==> src/rtl/gcn_pkg.sv <==
// gcn_pkg: shared constants, types and COO index decoding for the GCN aggregation stage
package gcn_pkg;
  localparam int NUM_OF_NODES = 6;
  localparam int WEIGHT_COLS = 3;
  localparam int DOT_PROD_WIDTH = 16;
  localparam int COO_NUM_OF_COLS = 6;
  localparam int COO_BW = $clog2(COO_NUM_OF_COLS);
  localparam int MAX_ADDRESS_WIDTH = 2;
  localparam int AGG_WIDTH = DOT_PROD_WIDTH + $clog2(2 * COO_NUM_OF_COLS + 1);
  typedef enum logic [1:0] {IDLE, EDGE, ARGMAX, DONE} state_t;
  typedef logic [COO_BW-1:0] node_idx_t;
  typedef logic [AGG_WIDTH-1:0] acc_t;
  typedef struct packed {
    logic valid;
    node_idx_t row;
  } coo_dec_t;
  // COO node indices are 1-based; 0 and anything past the last node are invalid
  function automatic coo_dec_t decode_idx(input node_idx_t k);
    return '{valid: k != '0 && k <= node_idx_t'(NUM_OF_NODES), row: k - 1'b1};
  endfunction
endpackage

==> src/rtl/gcn_argmax_row.sv <==
// gcn_argmax_row: index of the largest class score in one row, lowest index on ties
module gcn_argmax_row
  import gcn_pkg::*;
(
  input  acc_t [WEIGHT_COLS-1:0]       row,
  output logic [MAX_ADDRESS_WIDTH-1:0] idx
);
  acc_t best;
  // strict compare keeps the earliest column when scores are equal
  always_comb begin
    best = row[0];
    idx = '0;
    for (int c = 1; c < WEIGHT_COLS; c++) begin
      if (row[c] > best) begin
        best = row[c];
        idx = MAX_ADDRESS_WIDTH'(c);
      end
    end
  end
endmodule

==> src/rtl/gcn_aggregation_argmax.sv <==
// gcn_aggregation_argmax: COO edge aggregation of FM·WM rows followed by per-node argmax
module gcn_aggregation_argmax
  import gcn_pkg::*;
(
  input  logic                                                         clk,
  input  logic                                                         reset,
  input  logic                                                         fm_wm_valid,
  input  logic [NUM_OF_NODES-1:0][WEIGHT_COLS-1:0][DOT_PROD_WIDTH-1:0] fm_wm_in,
  output logic                                                         in_ready,
  output logic [COO_BW-1:0]                                            coo_address,
  input  logic [2*COO_BW-1:0]                                          coo_in,
  output logic [NUM_OF_NODES-1:0][MAX_ADDRESS_WIDTH-1:0]               max_addi_answer,
  output logic                                                         done,
  output logic                                                         coo_error
);
  state_t state;
  logic [NUM_OF_NODES-1:0][WEIGHT_COLS-1:0][DOT_PROD_WIDTH-1:0] fm;
  acc_t [NUM_OF_NODES-1:0][WEIGHT_COLS-1:0] acc;
  node_idx_t node;
  coo_dec_t src, dst;
  logic [MAX_ADDRESS_WIDTH-1:0] row_max;
  assign src = decode_idx(coo_in[2*COO_BW-1:COO_BW]);
  assign dst = decode_idx(coo_in[COO_BW-1:0]);
  gcn_argmax_row u_argmax (
    .row(acc[node]),
    .idx(row_max)
  );
  // capture, one edge per cycle into the accumulators, then one node argmax per cycle
  always_ff @(posedge clk) begin
    if (reset) begin
      state <= IDLE;
      fm <= '0;
      acc <= '0;
      node <= '0;
      coo_address <= '0;
      max_addi_answer <= '0;
      done <= 1'b0;
      in_ready <= 1'b1;
      coo_error <= 1'b0;
    end else begin
      case (state)
        IDLE, DONE: begin
          if (fm_wm_valid) begin
            fm <= fm_wm_in;
            acc <= '0;
            coo_error <= 1'b0;
            coo_address <= '0;
            done <= 1'b0;
            in_ready <= 1'b0;
            state <= EDGE;
          end
        end
        EDGE: begin
          if (src.valid && dst.valid) begin
            for (int c = 0; c < WEIGHT_COLS; c++) begin
              acc[src.row][c] <= acc[src.row][c] + acc_t'(fm[dst.row][c]);
              if (src.row != dst.row) acc[dst.row][c] <= acc[dst.row][c] + acc_t'(fm[src.row][c]);
            end
          end else begin
            coo_error <= 1'b1;
          end
          if (coo_address == COO_BW'(COO_NUM_OF_COLS - 1)) begin
            coo_address <= '0;
            node <= '0;
            state <= ARGMAX;
          end else begin
            coo_address <= coo_address + 1'b1;
          end
        end
        ARGMAX: begin
          max_addi_answer[node] <= row_max;
          if (node == node_idx_t'(NUM_OF_NODES - 1)) begin
            done <= 1'b1;
            in_ready <= 1'b1;
            state <= DONE;
          end else begin
            node <= node + 1'b1;
          end
        end
        default: state <= IDLE;
      endcase
    end
  end
endmodule

==> config.mk <==
export PLATFORM = sky130hd
export DESIGN_NAME = gcn_aggregation_argmax
export DESIGN_NICKNAME = d
export VERILOG_FILES = /design/src/rtl/gcn_pkg.sv /design/src/rtl/gcn_argmax_row.sv /design/src/rtl/gcn_aggregation_argmax.sv
export SDC_FILE = /design/constraint.sdc
export NUM_CORES = 2
export LEC_CHECK = 0
export ABC_AREA = 1
export BUFFER_PORTS_ARGS = -buffer_cell sky130_fd_sc_hd__buf_4
export CAP_MARGIN = 40
export CORE_MARGIN = 3
export CORE_UTILIZATION = 36
export CTS_BUF_LIST = sky130_fd_sc_hd__clkbuf_8 sky130_fd_sc_hd__clkbuf_16
export DETAILED_ROUTE_END_ITERATION = 7
export SYNTH_ARGS = -nofsm -noshare
export SYNTH_HDL_FRONTEND = slang
export SYNTH_SLANG_ARGS = --single-unit
==> constraint.sdc <==
create_clock -name clk -period 7.8 [get_ports clk]
set_input_delay 0.78 -clock clk [delete_from_list [all_inputs] [get_ports clk]]
set_output_delay 0.78 -clock clk [all_outputs]
set_load 0.01 [all_outputs]
==> impl_metrics.sql <==
INSERT INTO impl_metrics (metric_group, metric, value, unit) VALUES
('cts', 'cts_sinks', '671', ''),
('detailed_routing', 'post-route-drc-count', '0', ''),
('worst_setup_path', 'slowest_stage', 'nor2_2', ''),
('placed_design', 'dpl-instance-area', '51000', 'sq um'),
('synthesis', 'synth-seq-cells', '671', ''),
('timing', 'final.setup_skew', '0.0274', 'ns'),
('power_and_ir_drop', 'vdd_drop_max', '0.000343', 'V'),
('grt', 'global_route.usage.total', '31.4', '%'),
('grt', 'grt_antenna_before_repair', '12', ''),
('synthesis', 'ys.flop_type', 'dfxtp_1', ''),
('synthesis', 'synthTopCellsByArea', 'dfxtp_1 (28%), nand2_1 (14%), a21oi_1 (10%)', ''),
('cts', 'ctsLongestPathBuffers', '3', ''),
('die', 'num_io_pins', '315', ''),
('timing', 'finalMaxSlewViolations', '0', ''),
('grt', 'overflow', '0', ''),
('cts', 'path_clk_slew', '0.06', 'ns'),
('power_and_ir_drop', 'static-leakage-power', '20.5', 'nW'),
('detailed_routing', 'drt.antenna.violating_nets', '0', ''),
('hold_path', 'hp-class', 'in2reg', ''),
('placed_design', 'dpl.hpwl', '147000', 'microns'),
('layout', 'final_net_count', '7881', ''),
('layout', 'layout.cells.most_common', 'nand2_1', ''),
('worst_setup_path', 'r2r_start', 'node[2]', ''),
('power_and_ir_drop', 'post-layout-total-power', '0.0159', 'W'),
('timing', 'actual_transition_at_the_worst_max_transition_pin', '1.25', 'ns'),
('worst_setup_path', 'crit_path_end_kind', 'flop', ''),
('layout', 'final_cell_area', '53700', 'sq um'),
('worst_setup_path', 'r2r_cells', '27', ''),
('timing', 'clock.fmax', '153', 'MHz'),
('cts', 'cts-root-buf', 'clkbuf_16', ''),
('synthesis', 'netlist.area_leader.share', '28.5', '%'),
('synthesis', 'netlist-cell-type-count', '48', ''),
('status', 'status', 'complete, no violations', ''),
('timing', 'report.final.setup_viol', '0', ''),
('synthesis', 'yosysSeqAreaShare', '28.5', '%'),
('placed_design', 'port-buffer-count', '314', ''),
('worst_setup_path', 'worst-endpoint-required', '8.37', 'ns'),
('synthesis', 'post_synth_net_total', '7902', ''),
('grt', 'grt_pass1_wl', '330000', 'microns'),
('cts', 'ctsHtreeMaxLevel', '3', ''),
('hold_path', 'whs_path_depth', '3', ''),
('cts', 'worstSkewPairLatency', '0.69', 'ns'),
('run', 'max_cap_viol_count', '0', ''),
('cts', 'cts-buffers-inserted', '79', ''),
('layout', 'layout-area-overhead-vs-synth', '13.8', '%'),
('worst_setup_path', 'setup.worst_path.class', 'reg2reg', ''),
('worst_setup_path', 'minimum_setup_slack_among_reg_to_reg_paths', '1.28', 'ns'),
('worst_setup_path', 'regToRegEndpoint', 'max_addi_answer[10]', ''),
('detailed_routing', 'drt-vias-per-instance', '6.10', ''),
('synthesis', 'synthesis.area', '47200', 'sq um'),
('timing', 'grt_setup_unrepaired', 'false', ''),
('die', 'die-area', '135000', 'sq um'),
('worst_setup_path', 'maximum_fanout_encountered_on_the_critical_timing_path', '18', ''),
('cts', 'post_cts_setup_buffer_count', '0', ''),
('layout', 'multi_input_comb_area', '29500', 'sq um'),
('cts', 'cts_tree', 'built', ''),
('detailed_routing', 'detailedRoute.firstIterationViolations', '7403', ''),
('timing', 'final-hold-violation-count', '0', ''),
('hold_path', 'min-delay-start', 'fm_wm_in[215]', ''),
('timing', 'tns', '0', 'ns'),
('synthesis', 'count_of_flip_flops_with_a_built_in_enable_after_synthesis', '0', ''),
('layout', 'fillCellCount', '13765', ''),
('die', 'placementRows', '132', ''),
('timing', 'relSlewSlack', '16.4', '%'),
('die', 'initial_core_util', '36.3', '%'),
('layout', 'final-seq-area', '13400', 'sq um'),
('synthesis', 'synthesis.instances', '7452', ''),
('layout', 'most-common-layout-cells', 'nand2_1 (1720), a21oi_1 (978), o21ai_0 (738)', ''),
('synthesis', 'synth-async-reset-ratio', '0', '%'),
('grt', 'first_global_vias', '51415', ''),
('worst_setup_path', 'critPathLaunchType', 'flop', '');
worst max path at each step:
| stage | startpoint | endpoint | slack (ns) | depth (start not counted) |
|---|---|---|---|---|
| 6_report | node[2] | max_addi_answer[10] | 1.28 | 27 |
| 5_1_grt | node[2] | max_addi_answer[0] | 1.03 | 29 |
| 4_1_cts | node[0] | max_addi_answer[10] | 1.59 | 24 |
| 3_5_place_dp | coo_in[3] | acc[236] | 1.17 | 23 |
| 3_3_place_gp | coo_in[3] | acc[236] | 1.20 | 23 |
| 2_1_floorplan | coo_in[3] | acc[308] | 3.29 | 23 |
cell usage after synthesis (all sizes together) (4+ instances only):
cell and number:
o21bai 13, clkinv 4, dfxtp 671, or2 8
buf 244, nand2 1740, a21oi 978, fa 6
nor4 7, a22oi 108, xor2 27, nand3 515
a22o 6, o22ai 143, a221oi 166, a31oi 7
nor2 653, ha 147, a21o 17, inv 474
nand4 25, a211oi 22, o21ai 773, clkbuf 336
a2111o 6, nor3 20, o21a 22, o211ai 207
xnor2 42, o221ai 59
cell families after synthesis:
| kind of cell | share of synthesized area (%) |
|---|---|
| AO/OA/AOI/OAI | 31.3 |
| adder cells (fa/ha/maj) | 4.15 |
| buffers and inverters | 9.19 |
| XOR/XNOR | 1.33 |
| AND/OR/NAND/NOR | 25.5 |
| flip-flops | 28.5 |
state kept, by name, indices dropped and copies added (netlist names):
register,flops
state,2
coo_error,1
node,3
coo_address,3
max_addi_answer,12
fm,288
in_ready,1
acc,360
done,1
area by class of cell:
type	instances	share of cell area [%]
Antenna cell	4	0.0187
Clock buffer	96	4.16
Clock inverter	44	0.858
Inverter	478	3.42
Multi-Input combinational cell	5723	54.9
Sequential cell	671	25.0
Tap cell	1742	4.06
Timing Repair Buffer	478	7.50
routing by layer:
layer	wire (microns)	GRT usage, %	up-vias
met4	15600	18.6	10
li1	-	-	25745
met5	67	0	-
met3	28400	7.97	854
met2	92800	46.8	3833
met1	87800	40.8	25894
report_power, final:
part | switching [W] | internal (W) | leakage, nW
clock | 0.00171 | 0.00225 | 1.34
combinational | 0.00541 | 0.00206 | 13.7
sequential | 0.000474 | 0.00399 | 5.47
critical path, delay by kind of cell (launching register included):
family	cells	cell delay [ns]
and+or+nand+nor	14	3.46
buffers and inverters	5	1.17
adders and majority gates	2	0.55
AOI/OAI and AO/OA	6	0.79
DFF	1	0.38
stage by stage:
| step | cells | util (%) | setup slack, ns |
|---|---|---|---|
| 2_1_floorplan | 7452 | - | 3.29 |
| 6_report | 9236 | 41.3 | 1.28 |
| 3_5_place_dp | 9092 | 39.3 | 1.17 |
| 4_1_cts | 9232 | 41.3 | 1.59 |
| 5_1_grt | 9232 | 41.3 | 1.03 |
| 3_3_place_gp | 9085 | 39.1 | 1.20 |
(Power assumes the default switching activity.)
